--- src/rtl/home_sched_pkg.sv ---
// Shared constants for the home event scheduler.
// Holds the default schedule, channel indices and the stat counter width.
package home_sched_pkg;

  localparam logic [51:0] SCHED_DEF = 52'h2310420130210;
  localparam int CODE_NONE = 0;

  localparam int CH_FD  = 0;
  localparam int CH_RD  = 1;
  localparam int CH_FA  = 2;
  localparam int CH_WIN = 3;
  localparam int CH_TL  = 4;
  localparam int CH_TH  = 5;

  localparam int STAT_W = 8;

endpackage

--- src/rtl/rr_pick.sv ---
// Rotating-start priority picker.
// Scans upward from i_start, wrapping, and returns the first set bit.
module rr_pick
  import home_sched_pkg::*;
#(
  parameter int N_CH = 6,
  parameter int IW   = $clog2(N_CH)
) (
  input  logic [N_CH-1:0] i_vec,
  input  logic [IW-1:0]   i_start,
  output logic [N_CH-1:0] o_onehot,
  output logic [IW-1:0]   o_idx,
  output logic            o_any
);

  // Walk offsets high to low so the lowest offset wins last.
  always_comb begin
    int j;
    o_idx = '0;
    for (int k = N_CH - 1; k >= 0; k--) begin
      j = int'(i_start) + k;
      if (j >= N_CH) j = j - N_CH;
      if (i_vec[j]) o_idx = IW'(j);
    end
  end

  assign o_any    = |i_vec;
  assign o_onehot = o_any ? (N_CH'(1) << o_idx) : '0;

endmodule

--- src/rtl/home_event_scheduler.sv ---
// Scheduled rotating-priority grant of sensor and temperature events.
// Define HOME_SCHED_STATS_EN to add per-channel grant counters.
module home_event_scheduler
  import home_sched_pkg::*;
#(
  parameter int N_DIG     = 4,
  parameter int TW        = 7,
  parameter int T_LOW     = 50,
  parameter int T_HIGH    = 70,
  parameter int SCHED_LEN = 13,
  parameter int SIW       = 4,
  parameter logic [SCHED_LEN*SIW-1:0] SCHED = SCHED_DEF,
  parameter int STICKY    = 1,
  localparam int N_CH     = N_DIG + 2,
  localparam int CW       = $clog2(N_CH + 1)
) (
  input  logic             Clk,
  input  logic             Rst,
  input  logic [N_DIG-1:0] Req,
  input  logic [TW-1:0]    ST,
  input  logic             Ack,
  output logic             Valid,
  output logic [N_CH-1:0]  Grant,
  output logic [CW-1:0]    Code,
  output logic [N_CH-1:0]  Pending
`ifdef HOME_SCHED_STATS_EN
  ,
  input  logic [CW-1:0]     StatSel,
  output logic [STAT_W-1:0] StatCnt
`endif
);

  localparam int IW = $clog2(N_CH);
  localparam int PW = (SCHED_LEN > 1) ? $clog2(SCHED_LEN) : 1;
  localparam logic [TW-1:0] LP_TLO = TW'(T_LOW);
  localparam logic [TW-1:0] LP_THI = TW'(T_HIGH);

  logic [PW-1:0]   r_ptr;
  logic [N_CH-1:0] r_pend;
  logic            r_valid;
  logic [N_CH-1:0] r_grant;
  logic [CW-1:0]   r_code;

  logic [N_CH-1:0] w_req_eff;
  logic [N_CH-1:0] w_pend_n;
  logic            w_adv;
  logic [SIW-1:0]  w_sentry;
  logic [IW-1:0]   w_start;
  logic [N_CH-1:0] w_oh;
  logic [IW-1:0]   w_idx;
  logic            w_any;

  assign w_req_eff = {ST > LP_THI, ST < LP_TLO, Req};
  assign w_pend_n  = (STICKY != 0) ? (r_pend | w_req_eff) : w_req_eff;
  assign w_adv     = !r_valid || Ack;

  // Out-of-range schedule entries fall back to channel 0.
  assign w_sentry = SCHED[32'(r_ptr) * SIW +: SIW];
  assign w_start  = (32'(w_sentry) >= N_CH) ? '0 : IW'(w_sentry);

  rr_pick #(.N_CH(N_CH), .IW(IW)) u_pick (
    .i_vec    (w_pend_n),
    .i_start  (w_start),
    .o_onehot (w_oh),
    .o_idx    (w_idx),
    .o_any    (w_any)
  );

  always_ff @(posedge Clk) begin
    if (Rst) begin
      r_ptr   <= '0;
      r_pend  <= '0;
      r_valid <= 1'b0;
      r_grant <= '0;
      r_code  <= CW'(CODE_NONE);
    end else if (w_adv) begin
      r_pend  <= w_pend_n & ~w_oh;
      r_valid <= w_any;
      r_grant <= w_oh;
      r_code  <= w_any ? CW'(w_idx) + CW'(1) : CW'(CODE_NONE);
      r_ptr   <= (32'(r_ptr) == SCHED_LEN - 1) ? '0 : r_ptr + PW'(1);
    end else begin
      r_pend  <= w_pend_n;
    end
  end

  assign Valid   = r_valid;
  assign Grant   = r_grant;
  assign Code    = r_code;
  assign Pending = r_pend;

`ifdef HOME_SCHED_STATS_EN
  logic [STAT_W-1:0] r_cnt [N_CH];

  always_ff @(posedge Clk) begin
    if (Rst) begin
      for (int i = 0; i < N_CH; i++) r_cnt[i] <= '0;
    end else if (w_adv && w_any && (r_cnt[w_idx] != '1)) begin
      r_cnt[w_idx] <= r_cnt[w_idx] + STAT_W'(1);
    end
  end

  assign StatCnt = (32'(StatSel) < N_CH) ? r_cnt[IW'(StatSel)] : '0;
`endif

endmodule

--- config.mk ---
export PLATFORM = sky130hd
export DESIGN_NAME = home_event_scheduler
export DESIGN_NICKNAME = d
export VERILOG_FILES = /design/src/rtl/home_sched_pkg.sv /design/src/rtl/rr_pick.sv /design/src/rtl/home_event_scheduler.sv
export SDC_FILE = /design/constraint.sdc
export NUM_CORES = 1
export LEC_CHECK = 0
export BUFFER_PORTS_ARGS = -buffer_cell sky130_fd_sc_hd__clkbuf_2
export CORE_ASPECT_RATIO = 2
export CORE_UTILIZATION = 44
export CTS_CLUSTER_DIAMETER = 100
export DETAILED_ROUTE_END_ITERATION = 8
export MAX_ROUTING_LAYER = met4
export PLACE_DENSITY_LB_ADDON = 0.08
export SLEW_MARGIN = 30
export SYNTH_ARGS = -nofsm -noshare
export SYNTH_HDL_FRONTEND = slang
export SYNTH_HIERARCHICAL = 1
export SYNTH_SLANG_ARGS = --single-unit
export TNS_END_PERCENT = 10
--- constraint.sdc ---
create_clock -name Clk -period 9.1 [get_ports Clk]
set_input_delay 2.275 -clock Clk [delete_from_list [all_inputs] [get_ports Clk]]
set_output_delay 2.275 -clock Clk [all_outputs]
set_load 0.005 [all_outputs]
== Word-level counts from Yosys, hierarchy flattened ==
Cells that the tools add are included.

* Reductions and logical operators: 3
* $add $sub $neg: 13
* Equal/unequal tests: 1
* Bitwise logic cells: 3
* Muxes and demuxes: 35
* Shifts and indexed selects: 2
* Order comparisons: 15

{| class="wikitable"
|+ Operators by type and width
! cell !! count
|-
| $lt 32x5->1 const B || 6
|-
| $mux 32 || 6
|-
| $ge 32x4->1 const B || 5
|-
| $sub 32x4->32 const B || 5
|-
| $shiftx 52x7->4 const A || 1
|-
| $mux 3 || 8
|-
| $bmux 1 s3 || 6
|-
| $mux 1 || 12
|-
| $mux 6 || 2
|-
| $add 3x2->4 const B || 2
|-
| $add 3x3->4 const B || 2
|-
| $gt 7x7->1 const B || 1
|-
| $lt 7x6->1 const B || 1
|-
| $and 6x6->6 || 1
|-
| $not 6->6 || 1
|-
| $or 6x6->6 || 1
|-
| $reduce_or 6->1 || 1
|-
| $shl 1x3->6 const A || 1
|-
| $add 3x1->4 const B || 1
|-
| $add 4x1->4 const B || 1
|-
| $eq 4x4->1 const B || 1
|-
| $ge 4x3->1 const B || 1
|-
| $mux 4 || 1
|-
| $sub 3x3->4 const B || 1
|-
| 4 further kinds || 4
|}

* Logic and storage cells: 77
* Bits in registers: 20

== Depth between registers and ports, before layout ==
* Word-level depth: 20
* Mapped depth: 21

== Cells and area by module ==
The synthesis kept the hierarchy.

{| class="wikitable"
|+ By module, submodules not included
! module !! cells each !! times used !! seq. area each (um^2) !! area an instance (um^2)
|-
| rr_pick || 163 || 1 || 0.0 || 1219.9
|-
| home_event_scheduler || 105 || 1 || 400.4 || 924.6
|}

== Worst setup path after synthesis ==
OpenSTA, ideal clock, no wires.

* Path kind: input to register
* Start point: input port Req[1]
* End point: register r_code[2], in the netlist Code[2]
* Path buffers: 0
* Path slack: 4.449 ns
* Arrival time: 4.523 ns
* Data required time: 8.972 ns
* Setup time: 0.128 ns
* Cell stages on the path: 11
* Cells stage by stage: or2_2 -> mux2i_1 -> nor2_1 -> mux2_2 -> or3_1 -> a211oi_1 -> a211oi_2 -> ha_1 -> xor2_1 -> nand3_1 -> a21oi_1

* Longest elaborated chain between the ends: 12

{| class="wikitable"
|+ RTL lines
! item !! line !! source
|-
| from (decl) || home_event_scheduler.sv:19 || <nowiki>input logic [N_DIG-1:0] Req,</nowiki>
|-
| $or 6x6->6 (*) || home_event_scheduler.sv:54 || <nowiki>assign w_pend_n = (STICKY != 0) ? (r_pend | w_req_eff) : w_req_eff;</nowiki>
|-
| $bmux 1 s3 || rr_pick.sv:23 || <nowiki>if (i_vec[j]) o_idx = IW'(j);</nowiki>
|-
| $mux 1 (not written as such) (2 in a row) || rr_pick.sv:23 ||
|-
| $mux 3 (5 in a row) || rr_pick.sv:23 ||
|-
| $mux 3 (*) || rr_pick.sv:23 ||
|-
| net w_idx[1] || home_event_scheduler.sv:50 || <nowiki>logic [IW-1:0] w_idx;</nowiki>
|-
| $add 3x1->3 (*) || home_event_scheduler.sv:80 || <nowiki>r_code <= w_any ? CW'(w_idx) + CW'(1) : CW'(CODE_NONE);</nowiki>
|-
| $mux 3 (*) || home_event_scheduler.sv:80 ||
|-
| to (signal assigned) || home_event_scheduler.sv:75 || <nowiki>r_code <= CW'(CODE_NONE);</nowiki>
|-
| to (signal assigned) || home_event_scheduler.sv:80 ||
|-
| to (decl) || home_event_scheduler.sv:42 || <nowiki>logic [CW-1:0] r_code;</nowiki>
|}

The timed path passes the listed nets; every way through them passes the cells marked *. The select of a mux whose other input is x is not followed.
A chain may end at the register's enable or synchronous reset.

== Worst setup path after layout ==
* Start point: register r_ptr[0]
* End point: register r_code[2], in the netlist Code[2]

* Longest elaborated chain between the ends: 17

{| class="wikitable"
|+ RTL lines
! item !! line !! source
|-
| from (decl) || home_event_scheduler.sv:38 || <nowiki>logic [PW-1:0] r_ptr;</nowiki>
|-
| from (signal assigned) || home_event_scheduler.sv:81 || <nowiki>r_ptr <= (32'(r_ptr) == SCHED_LEN - 1) ? '0 : r_ptr + PW'(1);</nowiki>
|-
| $shiftx 52x7->4 (*) || home_event_scheduler.sv:58 || <nowiki>assign w_sentry = SCHED[32'(r_ptr) * SIW +: SIW];</nowiki>
|-
| $ge 4x3->1 || home_event_scheduler.sv:59 || <nowiki>assign w_start = (32'(w_sentry) >= N_CH) ? '0 : IW'(w_sentry);</nowiki>
|-
| $mux 3 (*) || home_event_scheduler.sv:59 ||
|-
| net w_start[1] || home_event_scheduler.sv:48 || <nowiki>logic [IW-1:0] w_start;</nowiki>
|-
| $add 3x3->4 || rr_pick.sv:21 || <nowiki>j = int'(i_start) + k;</nowiki>
|-
| $sub 32x4->32 / $ge 32x4->1 (equally long branches) || rr_pick.sv:22 || <nowiki>if (j >= N_CH) j = j - N_CH;</nowiki>
|-
| $mux 32 || rr_pick.sv:22 ||
|-
| $bmux 1 s3 || rr_pick.sv:23 ||
|-
| $mux 1 (not written as such) (2 in a row) || rr_pick.sv:23 ||
|-
| $mux 3 (5 in a row) || rr_pick.sv:23 ||
|-
| $mux 3 (*) || rr_pick.sv:23 ||
|-
| net w_idx[1] || home_event_scheduler.sv:50 ||
|-
| $add 3x1->3 (*) || home_event_scheduler.sv:80 ||
|-
| $mux 3 (*) || home_event_scheduler.sv:80 ||
|}

Marked as above.

==> flow_metrics.py <==
metrics = {
    "status": {
        "outcome": "completed",
    },
    "global_route": {
        "grt_remaining_overflow": 0,
        "grt_usage_pct": 24.30,
        "grt_pass1_vias": 1995,
        "grt_max_degree": 23,
        "grt_first_pass_wirelength_mm": 9.246,
        "antenna_found_initial": 0,
    },
    "cts": {
        "clk_pin_slew_ns": 0.08,
        "htree_num_levels": 1,
        "hold_buffers": 0,
        "clock-sinks": 20,
        "cts_made_buffers": 3,
        "clock_latency_ns": 0.26,
        "cts_root_buf": "clkbuf_8",
        "cts_setup_buffers": 0,
        "cts.path.max_buffers": 2,
        "cts.repair.resized": 0,
        "cts_tree": "done",
    },
    "logic_synthesis": {
        "synth_cells": 268,
        "async_reset_ff_share_pct": 0,
        "yosysWarnings": 6,
        "synth_area_per_cell_um2": 8.002,
        "synth_area_mm2": 0.002145,
        "synth-seq-cells": 20,
        "synth_edf_count": 0,
        "ys_seq_area_share_pct": 18.67,
        "ys.flop_type": "dfxtp_1",
        "syn_nets": 300,
        "synth_cell_types": 63,
    },
    "power_and_ir_drop": {
        "ir_worst_vdd_mv": 0.1408,
        "power.leakage_nw": 1.004,
        "powerDensity_mw_per_mm2": 180.6,
        "p_total_mw": 0.4304,
    },
    "hold_path": {
        "hp-start": "Code[1]$_SDFFE_PP0N_",
        "hold_path_class": "register to register",
    },
    "finish": {
        "antenna_cells": 0,
        "fill_cells": 497,
        "multi_input_area_mm2": 0.001638,
        "seq_area_um2": 400.4,
        "area_delta_synth_final_pct": 11.14,
        "drive_above_1_share_pct": 22.41,
        "layout.nets": 323,
        "final_area_mm2": 0.002384,
    },
    "setup_path": {
        "critPathMaxFanout": 22,
        "r2r-start": "r_ptr[0]$_SDFFE_PP0N_",
        "critPathCaptureType": "register",
        "startpoint": "r_ptr[0]$_SDFFE_PP0N_",
        "critPathArrivalTime_ns": 5.61,
        "worstSetupStartpointType": "register",
        "critical_path_class": "register to register",
        "critPathRequiredTime_ns": 9.29,
    },
    "sta": {
        "finalSetupViolCount": 0,
        "rsz0062_at_grt": "false",
        "maxSlewHeadroom_pct": 57.75,
        "tns_ns": 0,
        "worst_hold_slack_ns": 0.4566,
        "finalCritPeriodShare_pct": 59.51,
        "finalHoldViolations": 0,
        "skew_ns": 0.006353,
        "worstMarginPinSlew_ns": 0.6337,
        "fin_crit_ns": 5.415,
        "maxSlewViolCount": 0,
        "setup_slack_ns": 3.685,
        "max_freq_mhz": 184.7,
    },
    "routing": {
        "wl_per_cell_um": 16.97,
        "routed_wl_mm": 5.855,
        "vias": 2085,
        "initialDrtViolationCount": 39,
        "dr.pass1.iters": 4,
        "viasPerCell": 6.043,
        "ant_nets": 0,
        "drc": 0,
    },
    "place": {
        "dpl.hpwl_mm": 4.632,
        "place_area_mm2": 0.002310,
        "pre_cts_ws_ns": 3.749,
        "place_congestion": 0.8707,
        "portBuffers": 29,
    },
    "floorplanning": {
        "die_height_um": 100.7,
        "core_mm2": 0.004642,
        "dieArea_mm2": 0.005174,
        "start_util_pct": 46.20,
        "die_x_um": 51.37,
        "ios": 30,
        "num_rows": 35,
    },
    "flow_run": {
        "maxCapViolCount": 0,
    },
}
==> per-layer routing <==
metal | global-route usage (%) | vias to the layer above | share of wire, %
li1 | - | 1048 | -
met1 | 22.87 | 968 | 38
met2 | 45.95 | 48 | 54
met3 | 0.4525 | 21 | 1.9
met4 | 15.38 | 0 | 5.7
met5 | - | - | 0
==> worst max-delay path, stage by stage (launching register included) <==
cell      delay, ns
dfxtp_1        0.54
inv_1          0.15
ha_1           0.29
nor2b_1        0.12
mux4_1         0.56
inv_1          0.30
ha_1           0.77
inv_1          0.21
ha_1           0.27
a211o_1        0.31
a32oi_1        0.21
a21oi_1        0.12
or2_4          0.28
a21o_2         0.20
a211oi_2       0.40
ha_1           0.25
xor2_1         0.14
nand3_1        0.09
a21oi_1        0.15
==> stage by stage <==
step,utilization [%],cells
after floorplan,-,268
after global placement,49.76,341
after detailed placement,49.76,341
after CTS,51.29,345
after global routing,51.35,345
final,51.35,345
==> power by group <==
part	total, mW	switching [mW]	internal [mW]
Sequential	0.110	0.00894	0.101
Clock	0.0882	0.0295	0.0587
Combinational	0.232	0.134	0.0982
==> synth_stat cells, types with 2 or more instances <==
cell / count / area, um2
inv_2: 3 / 11.26
nor3_1: 6 / 30.03
a32oi_1: 3 / 26.28
nand4b_1: 2 / 17.52
xor2_1: 2 / 17.52
ha_1: 18 / 225.2
o31ai_1: 3 / 22.52
buf_6: 2 / 22.52
nor2_1: 14 / 52.55
a21o_2: 2 / 17.52
nand2b_1: 3 / 18.77
nand3_1: 9 / 45.04
mux2i_1: 6 / 60.06
a21o_1: 2 / 15.01
o21a_1: 3 / 22.52
o21bai_1: 2 / 15.01
nor4_1: 3 / 18.77
o22ai_1: 3 / 18.77
o21ai_0: 10 / 50.05
and3b_1: 7 / 61.31
nand2_1: 26 / 97.59
or2_2: 4 / 25.02
nor2b_1: 7 / 43.79
a211o_1: 3 / 26.28
mux2_2: 4 / 45.04
inv_1: 9 / 33.78
a211oi_1: 5 / 37.54
clkbuf_1: 7 / 26.28
buf_2: 4 / 20.02
a21oi_1: 31 / 155.2
and3_1: 4 / 25.02
dfxtp_1: 20 / 400.4
or3_1: 2 / 12.51
o211ai_1: 5 / 37.54
a21oi_2: 2 / 17.52
o311a_1: 2 / 20.02
or4_1: 4 / 30.03
==> cell families (layout without fill, tap and decap cells) <==
family / Yosys count / after routing / share of synthesized area, %
AND/OR/NAND/NOR: 99 / 99 / 26.31
AO/OA/AOI/OAI: 90 / 90 / 30.05
buffers and inverters: 25 / 47 / 5.309
flip-flops: 20 / 20 / 18.67
adder cells (fa/ha/maj): 18 / 18 / 10.50
multiplexers: 12 / 12 / 7.176
XOR/XNOR: 4 / 4 / 1.984
==> area by class of cell <==
class,instances,share of cell area [%]
Clock inverter,1,1.260
Clock buffer,3,1.732
Inverter,12,1.890
Tap cell,55,2.887
Timing Repair Buffer,31,6.719
Sequential cell,20,16.80
Multi-Input combinational cell,223,68.71
==> cell usage in the layout, fill, tap and decap left out, types with 3 or more instances in the layout <==
master | synthesis | final
nand2b_1 | 3 | 3
nor2_1 | 14 | 14
mux2_2 | 4 | 4
nor3_1 | 6 | 6
o22ai_1 | 3 | 3
a32oi_1 | 3 | 3
nor4_1 | 3 | 3
and3_1 | 4 | 4
a211o_1 | 3 | 3
a21oi_1 | 31 | 31
dfxtp_1 | 20 | 20
clkbuf_2 | 0 | 29
nand3_1 | 9 | 9
or2_2 | 4 | 4
mux2i_1 | 6 | 6
o211ai_1 | 5 | 5
ha_1 | 18 | 18
inv_2 | 3 | 3
and3b_1 | 7 | 7
inv_1 | 9 | 9
nor2b_1 | 7 | 6
clkbuf_8 | 0 | 3
o31ai_1 | 3 | 3
o21a_1 | 3 | 3
a211oi_1 | 5 | 4
nand2_1 | 26 | 26
o21ai_0 | 10 | 10
or4_1 | 4 | 4
==> path summary, 6_finish.rpt <==
check                    endpoint  slack (ns)  depth (start not counted)
max          Code[2]$_SDFFE_PP0N_        3.68                         18
min          Code[1]$_SDFFE_PP0N_        0.46                          2
max reg2reg  Code[2]$_SDFFE_PP0N_        3.68                         18
min reg2reg  Code[1]$_SDFFE_PP0N_        0.46                          2
==> registers in the layout, summed over array words and instances, names as in the netlist <==
| name | cells |
|---|---|
| Pending | 6 |
| Valid | 1 |
| r_ptr | 4 |
| Code | 3 |
| Grant | 6 |
No activity file was read; power rests on OpenSTA's default activity.
